$ cat config.mk
export PLATFORM = sky130hd
export DESIGN_NAME = inert_spi_seq
export DESIGN_NICKNAME = d
export VERILOG_FILES = /design/src/rtl/inert_pkg.sv /design/src/rtl/inert_spi_seq.sv
export SDC_FILE = /design/constraint.sdc
export NUM_CORES = 1
export LEC_CHECK = 0
export CAP_MARGIN = 10
export CORE_ASPECT_RATIO = 0.7
export CORE_MARGIN = 5
export CORE_UTILIZATION = 59
export CTS_BUF_LIST = sky130_fd_sc_hd__clkbuf_4 sky130_fd_sc_hd__clkbuf_8
export DETAILED_ROUTE_END_ITERATION = 10
export PLACE_DENSITY = 0.95
export RECOVER_POWER = 25
export SLEW_MARGIN = 0
export SYNTH_ARGS = -nofsm -noshare
export SYNTH_HDL_FRONTEND = slang
export SYNTH_SLANG_ARGS = --single-unit
$ cat constraint.sdc
create_clock -name clk -period 4.38 [get_ports clk]
set_input_delay 0.876 -clock clk [delete_from_list [all_inputs] [get_ports clk]]
set_output_delay 0.876 -clock clk [all_outputs]
set_load 0.03 [all_outputs]
$ cat src/rtl/inert_pkg.sv
// Shared definitions for the iNEMO yaw-rate SPI sequencer: state encoding,
// sensor configuration words and read commands.
package inert_pkg;

  typedef enum logic [2:0] {
    INIT_WAIT = 3'd0,
    CFG_ISSUE = 3'd1,
    CFG_WAIT  = 3'd2,
    IDLE      = 3'd3,
    RDL_ISSUE = 3'd4,
    RDL_WAIT  = 3'd5,
    RDH_ISSUE = 3'd6,
    RDH_WAIT  = 3'd7
  } state_e;

  // Configuration writes, issued once after power-up in index order
  localparam logic [15:0] CFG_INT  = 16'h0D02;  // INT on gyro data-ready
  localparam logic [15:0] CFG_GYRO = 16'h1160;  // gyro ODR 416 Hz
  localparam logic [15:0] CFG_CTRL = 16'h1440;  // rounding enable

  // Yaw-rate register reads
  localparam logic [15:0] RD_YAWL = 16'hA600;
  localparam logic [15:0] RD_YAWH = 16'hA700;

  // Configuration word for a given table index
  function automatic logic [15:0] cfg_word(input logic [1:0] idx);
    logic [15:0] w;
    case (idx)
      2'd0:    w = CFG_INT;
      2'd1:    w = CFG_GYRO;
      default: w = CFG_CTRL;
    endcase
    return w;
  endfunction

endpackage

$ cat src/rtl/inert_spi_seq.sv
// Sequencer owning the SPI master to the iNEMO sensor: waits out power-up,
// writes three configuration registers, then on each data-ready interrupt
// reads the yaw-rate low/high bytes and presents a 16-bit sample with a
// one-cycle valid. Stalled transactions are retried and flagged in err.
module inert_spi_seq
  import inert_pkg::*;
#(
  parameter int TMR_W  = 16,
  parameter int TO_CYC = 4096
) (
  input  logic        clk,
  input  logic        rst,
  input  logic        INT,
  input  logic        done,
  input  logic [15:0] rd_data,
  output logic        wrt,
  output logic [15:0] cmd,
  output logic        setup_done,
  output logic [15:0] yaw_rt,
  output logic        vld,
  output logic        err
);

  localparam int TO_W = $clog2(TO_CYC + 1);

  state_e            state_q;
  logic [TMR_W-1:0]  tmr_q;
  logic [TMR_W-1:0]  tmr_d;
  logic [TO_W-1:0]   to_cnt_q;
  logic [TO_W-1:0]   to_cnt_d;
  logic              to_expired_s;
  logic [1:0]        idx_q;
  logic [7:0]        low_q;
  logic              int_ff1_q;
  logic              int_ff2_q;
  logic              wrt_q;
  logic [15:0]       cmd_q;
  logic              setup_done_q;
  logic [15:0]       yaw_q;
  logic              vld_q;
  logic              err_q;
  logic              rd_hi_unused_s;

  // Only the low byte of each SPI read carries sensor data
  assign rd_hi_unused_s = ^rd_data[15:8];

  assign tmr_d        = tmr_q + {{(TMR_W-1){1'b0}}, 1'b1};
  assign to_cnt_d     = to_cnt_q + {{(TO_W-1){1'b0}}, 1'b1};
  assign to_expired_s = (to_cnt_q == TO_W'(TO_CYC - 1));

  // Two-flop synchronizer for the asynchronous data-ready interrupt
  always_ff @(posedge clk) begin
    if (rst) begin
      int_ff1_q <= 1'b0;
      int_ff2_q <= 1'b0;
    end else begin
      int_ff1_q <= INT;
      int_ff2_q <= int_ff1_q;
    end
  end

  // Main sequencer: wrt and vld default low so they pulse for one cycle;
  // every *_WAIT state retries its transaction if done never arrives
  always_ff @(posedge clk) begin
    if (rst) begin
      state_q      <= INIT_WAIT;
      tmr_q        <= '0;
      to_cnt_q     <= '0;
      idx_q        <= 2'd0;
      low_q        <= 8'h00;
      wrt_q        <= 1'b0;
      cmd_q        <= 16'h0000;
      setup_done_q <= 1'b0;
      yaw_q        <= 16'h0000;
      vld_q        <= 1'b0;
      err_q        <= 1'b0;
    end else begin
      wrt_q <= 1'b0;
      vld_q <= 1'b0;
      case (state_q)
        INIT_WAIT: begin
          tmr_q <= tmr_d;
          if (&tmr_d) begin
            idx_q   <= 2'd0;
            state_q <= CFG_ISSUE;
          end
        end
        CFG_ISSUE: begin
          wrt_q    <= 1'b1;
          cmd_q    <= cfg_word(idx_q);
          to_cnt_q <= '0;
          state_q  <= CFG_WAIT;
        end
        CFG_WAIT: begin
          if (done) begin
            to_cnt_q <= '0;
            if (idx_q == 2'd2) begin
              setup_done_q <= 1'b1;
              state_q      <= IDLE;
            end else begin
              idx_q   <= idx_q + 2'd1;
              state_q <= CFG_ISSUE;
            end
          end else if (to_expired_s) begin
            err_q    <= 1'b1;
            to_cnt_q <= '0;
            state_q  <= CFG_ISSUE;
          end else begin
            to_cnt_q <= to_cnt_d;
          end
        end
        IDLE: begin
          if (int_ff2_q) begin
            state_q <= RDL_ISSUE;
          end
        end
        RDL_ISSUE: begin
          wrt_q    <= 1'b1;
          cmd_q    <= RD_YAWL;
          to_cnt_q <= '0;
          state_q  <= RDL_WAIT;
        end
        RDL_WAIT: begin
          if (done) begin
            to_cnt_q <= '0;
            low_q    <= rd_data[7:0];
            state_q  <= RDH_ISSUE;
          end else if (to_expired_s) begin
            err_q    <= 1'b1;
            to_cnt_q <= '0;
            state_q  <= RDL_ISSUE;
          end else begin
            to_cnt_q <= to_cnt_d;
          end
        end
        RDH_ISSUE: begin
          wrt_q    <= 1'b1;
          cmd_q    <= RD_YAWH;
          to_cnt_q <= '0;
          state_q  <= RDH_WAIT;
        end
        RDH_WAIT: begin
          if (done) begin
            to_cnt_q <= '0;
            yaw_q    <= {rd_data[7:0], low_q};
            vld_q    <= 1'b1;
            state_q  <= IDLE;
          end else if (to_expired_s) begin
            err_q    <= 1'b1;
            to_cnt_q <= '0;
            state_q  <= RDH_ISSUE;
          end else begin
            to_cnt_q <= to_cnt_d;
          end
        end
        default: begin
          state_q <= INIT_WAIT;
        end
      endcase
    end
  end

  assign wrt        = wrt_q;
  assign cmd        = cmd_q;
  assign setup_done = setup_done_q;
  assign yaw_rt     = yaw_q;
  assign vld        = vld_q;
  assign err        = err_q;

endmodule

==> flow_summary.toml, run 1 <==
[die]
die-area_mm2 = 0.007043
io_pins = 56
num_rows = 22
coreArea_mm2 = 0.005258
fp.dieW_um = 98.19
die_h_um = 71.73
start_util = 0.6109

[critical_path]
worstPathRequired_ps = 4610
r2r_start = "state_q[1]"
crit_arrival_ps = 3410
worstSetupPathType = "input port to flop"
critPathMaxFanout = 47
rrSetupSlack_ps = 1820
endpoint_kind = "flop"
worstPathCellList = "clkbuf_1 > clkbuf_1 > nor3_1 > mux2_1"
reg2regPathDepth = 5
r2r_end = "state_q[0]"
max_stage_delay_ps = 1540
slowest_stage = "clkbuf_1"
path_common_cell = "clkbuf_1"
critPathLaunchType = "input port"

[synth]
synth_edf_count = 0
netlist_area_mm2 = 0.003212
syn-mean-instance-area_um2 = 8.173
yosysTopAreaCell = "dfxtp_1"
synth_flop_cell = "dfxtp_1"
synthArstFlopShare = 0
seq_area_frac_synth = 0.4363
synthTopCellsByArea = "dfxtp_1 (44%), nand2_1 (8.1%), a21oi_1 (6.4%)"
yosysWarnings = 0
ys_types = 51
ys_seq_elements = 70
synthCells = 393
synth_top_area_frac = 0.4363

[clock_tree]
ctsRootBufferMaster = "clkbuf_8"
cts_resized = 0
cts_tree = "done"
cts_buffers = 9
cts_hold_buf = 0
post_cts_buffers = 0
clockBufferDepth = 2
htreeDepth = 3
clock_latency_ps = 350
clock_sink_count = 70
path_clk_slew_ps = 70

[power_and_ir_drop]
power.density_mw_per_mm2 = 358.9
power.leakage_nw = 1.342
p_total_w = 0.001374
peakVddDrop_uv = 221.0

[routing]
vias = 2846
drt_iter0_drc = 215
drc_errors = 0
drtPass1Iterations = 4
avgViaCountPerCell = 5.703
antenna_left = 0
drt_wl_total_um = 7392
post_drt_wl_per_cell_um = 14.81

[timing]
hold_viol = 0
tightest_slew_ps = 2066
drv_slew = 48
fmax_mhz = 314.3
rsz0062_at_grt = "no"
setup_viol_count_final = 0
fin_tns_setup_ps = 0
fin_ws_ps = 1199
finalCritPeriodShare = 0.7264
max_slew_margin = -0.3771
fin_crit_ps = 3182
skew_ps = 6.773

[job]
max_cap_violations = 1

[grt]
grt_busiest_layer = "met2"
use_met1 = 0.2659
grtUsageMet2 = 0.3514
use_met3 = 0.06518
grt_pass1_wl_um = 12290
grt_pass1_vias = 2704
overflow = 0
grt_max_degree = 48
track_usage = 0.2144
antenna_found_initial = 0

[final_layout]
antenna_cells = 0
fin_nets = 449
most-common-layout-cells = "dfxtp_1 (70), nand2_1 (69), a21oi_1 (41)"
area_delta_synth_final_pct = 19.21
final_common_cell = "dfxtp_1"
drive_gt1_frac = 0.05152

[min_path]
min-delay-start = "low_q[0]"
min_to = "low_q[0]"
min_path_cells = 2
hold_class = "flop to flop"

[place]
dp_hpwl_um = 5046
gp_congestion = 0.8311
place_ws_ps = 1486
io_buffer_count = 41

[status]
violations = "max-capacitance violations, max-slew violations"
outcome = "complete, but fails checks"
[Yosys cell counts, types with 4 or more instances]
cell type   n
o21ai_1     4
ha_1        7
nand4_1     8
and3_1      4
nor3_1     10
a31oi_1     5
xor2_1     11
nor2_1     36
clkbuf_1   15
nor2b_1     8
a21oi_1    41
nand3b_1    6
o21ai_0     9
dfxtp_1    70
or3_1       4
inv_1      11
buf_4      11
xnor2_1     6
nand3_1    14
a22oi_1     4
nand2_1    69
[report_power, final]
group,internal (W),switching (W),leakage [nW]
Clock,0.000438,0.000253,0.130
Sequential,0.000639,0.00000488,0.565
Combinational,0.0000131,0.0000250,0.647
Total,0.00109,0.000283,1.34
[cell families (layout without fill, tap and decap cells)]
family,Yosys count,count (layout),synth area share
compound gates,78,78,0.1434
xor+xnor,17,17,0.04636
fa+ha+maj,7,7,0.02727
buf+inv,40,69,0.06038
flops,70,70,0.4363
mux,4,4,0.01324
other cells,1,6,0.001168
simple gates,176,176,0.2719
[cell type report]
cell class,count,area [µm²]
multi-input cells,288,1619
fillers,366,1429
flip-flops and latches,70,1401
repair buffers,42,407.9
clock inverters,7,145.1
clock buffers,9,123.9
well taps,72,90.09
inverters,11,41.29
[critical path, delay by kind of cell]
kind	cells	cell delay, ps
buffers and inverters	2	2070
multiplexers	1	370
AND/OR/NAND/NOR	1	90
[flip-flops by register name (all words and copies together) (netlist names)]
name	cells
tmr_q	16
cmd	6
state_q	3
vld	1
idx_q	2
low_q	8
wrt	1
to_cnt_q	13
setup_done	1
err	1
int_ff1_q	1
int_ff2_q	1
yaw_rt	16
[metrics by stage]
step                hold WS [ps]    util  cells  instance area, µm²
finish                     457.1  0.7282    499                3829
global route               477.8  0.7282    499                3829
CTS                        458.0  0.7323    499                3850
detailed placement         427.2  0.6811    483                3581
global placement           419.5  0.6811    483                3581
floorplan                  413.8       -    398                3231
[worst max path at each step]
| stage | startpoint | endpoint | cells after the start | slack (ps) |
|---|---|---|---|---|
| 6_report | rst | idx_q[0] | 4 | 1200 |
| 5_1_grt | rst | idx_q[0] | 4 | 930 |
| 4_1_cts | done | yaw_rt[10] | 5 | 1870 |
| 3_5_place_dp | done | yaw_rt[10] | 5 | 1490 |
| 3_3_place_gp | done | yaw_rt[10] | 5 | 1530 |
| 2_1_floorplan | done | yaw_rt[15] | 6 | 2430 |
[layer usage]
| layer | wire, µm | up-vias |
|---|---|---|
| met3 | 452 | 14 |
| li1 | - | 1400 |
| met1 | 3290 | 1351 |
| met4 | 133 | 0 |
| met2 | 3516 | 81 |
| met5 | 0 | - |
No activity file was read; power rests on OpenSTA's default activity.
==> inputs of run 2 (changes only) <==
--- a/config.mk
+++ b/config.mk
@@ -8,10 +8,10 @@
 export CAP_MARGIN = 10
 export CORE_ASPECT_RATIO = 0.7
 export CORE_MARGIN = 5
-export CORE_UTILIZATION = 59
+export CORE_UTILIZATION = 55
 export CTS_BUF_LIST = sky130_fd_sc_hd__clkbuf_4 sky130_fd_sc_hd__clkbuf_8
 export DETAILED_ROUTE_END_ITERATION = 10
-export PLACE_DENSITY = 0.95
+export PLACE_DENSITY = 0.9
 export RECOVER_POWER = 25
 export SLEW_MARGIN = 0
 export SYNTH_ARGS = -nofsm -noshare
==> constraint.sdc (replaced) <==
create_clock -name clk -period 3.35 [get_ports clk]
set_input_delay 0.67 -clock clk [delete_from_list [all_inputs] [get_ports clk]]
set_output_delay 0.67 -clock clk [all_outputs]
set_load 0.03 [all_outputs]
==> run 2 against run 1 <==
  * The run still ends with max-capacitance violations, max-slew violations left
  * Critical endpoint is now tmr_q[15]
  * Combinational power up 30%
  * Sequential share of layout area increased by 0.11 points
  * Global-route usage is 2.0 points lower
  * Setup slack worse by 330 ps
  * Via count shrank 0.67%
  * Sequential power increased by 31%
==> flow_summary.toml, run 2 (synthesis results as in run 1) <==
[timing]
fin_crit_ps = 2484
fin_tns_setup_ps = 0
tightest_slew_ps = 1603
skew_ps = 9.211
fin_ws_ps = 865.7
hold_ws_ps = 440.1
max_slew_margin = -0.06856
rsz0062_at_grt = "no"
fmax_mhz = 402.5
hold_viol = 0
setup_viol_count_final = 0
finalCritPeriodShare = 0.7416
drv_slew = 35

[die]
num_rows = 23
coreArea_mm2 = 0.005698
start_util = 0.5637
io_pins = 56
die-area_mm2 = 0.007492
fp.dieW_um = 101.3
die_h_um = 73.94

[critical_path]
worstPathCellList = "nor3_1 > clkbuf_1 > nand2_1 > or4_4 > or3_1 > a21oi_1"
worst-path-stages = 6
slowest_stage = "dfxtp_1"
endpoint_kind = "flop"
reg2regPathDepth = 6
worstPathRequired_ps = 3610
max_stage_delay_ps = 530
path_buf_inv = 1
critPathMaxFanout = 23
critPathLaunchType = "flop"
worstSetupPathType = "flop to flop"
rrSetupSlack_ps = 870
critical_path.top_delay_family = "simple AND/OR/NAND/NOR gates"
crit_arrival_ps = 2750

[final_layout]
area_delta_synth_final_pct = 18.85
fin_area_mm2 = 0.003817
most-common-layout-cells = "dfxtp_1 (70), nand2_1 (69), a21oi_1 (41)"
drive_gt1_frac = 0.05594
final_common_cell = "dfxtp_1"
antenna_cells = 0
fin_nets = 451

[routing]
drtPass1Iterations = 5
drc_errors = 0
avgViaCountPerCell = 5.609
drt_iter0_drc = 152
post_drt_wl_per_cell_um = 14.38
antenna_left = 0
vias = 2827
drt_wl_total_um = 7246

[clock_tree]
post_cts_buffers = 0
clockBufferDepth = 2
htreeDepth = 3
cts_resized = 0
clock_sink_count = 70
cts_hold_buf = 0
path_clk_slew_ps = 70
clock_latency_ps = 340
ctsRootBufferMaster = "clkbuf_8"
cts_tree = "done"
cts_buffers = 9

[place]
io_buffer_count = 41
dp_hpwl_um = 5007
gp_congestion = 0.8050
postPlaceCellArea_mm2 = 0.003600
place_ws_ps = 928.8

[grt]
overflow = 0
antenna_found_initial = 0
grt_pass1_vias = 2485
track_usage = 0.1944
grt_pass1_wl_um = 11650
grt_max_degree = 35

[status]
violations = "max-capacitance violations, max-slew violations"
outcome = "complete, but fails checks"

[job]
max_cap_violations = 1

[power_and_ir_drop]
power.density_mw_per_mm2 = 435.4
peakVddDrop_uv = 324.2
power.leakage_nw = 1.335

[min_path]
hold_class = "flop to flop"
min_path_cells = 1
-- run 2: power by group --
part / switching (W) / internal [W] / total (W)
clock network: 0.000305 / 0.000465 / 0.000770
registers: 0.00000684 / 0.000836 / 0.000843
logic: 0.0000317 / 0.0000177 / 0.0000495
-- run 2: area by class of cell --
class	count	area, µm²
Clock buffer	13	160.2
Clock inverter	3	67.56
Fill cell	449	1881
Inverter	11	41.29
Multi-Input combinational cell	288	1630
Sequential cell	70	1401
Tap cell	75	93.84
Timing Repair Buffer	44	422.9
-- run 2: final timing paths --
| check | startpoint | endpoint |
|---|---|---|
| worst min-delay path | int_ff1_q | int_ff2_q |
| worst max register to register | state_q[2] | tmr_q[15] |
| worst max-delay path | state_q[2] | tmr_q[15] |
| worst min register to register | int_ff1_q | int_ff2_q |
-- run 2: routing by layer --
metal / vias up / wire length (µm) / GRT usage
met2: 68 / 3354 / 0.2920
met1: 1345 / 3470 / 0.2738
met5: - / 0 / 0
met3: 8 / 353 / 0.05436
met4: 0 / 68 / 0.06047
li1: 1406 / - / -
-- run 2: through the flow --
stage	std cells	util	power [W]
finish	504	0.6700	0.001662
global route	504	0.6700	0.001710
global placement	488	0.6318	0.0009093
CTS	504	0.6717	0.001666
detailed placement	488	0.6318	0.0009103
floorplan	398	-	0.0008956
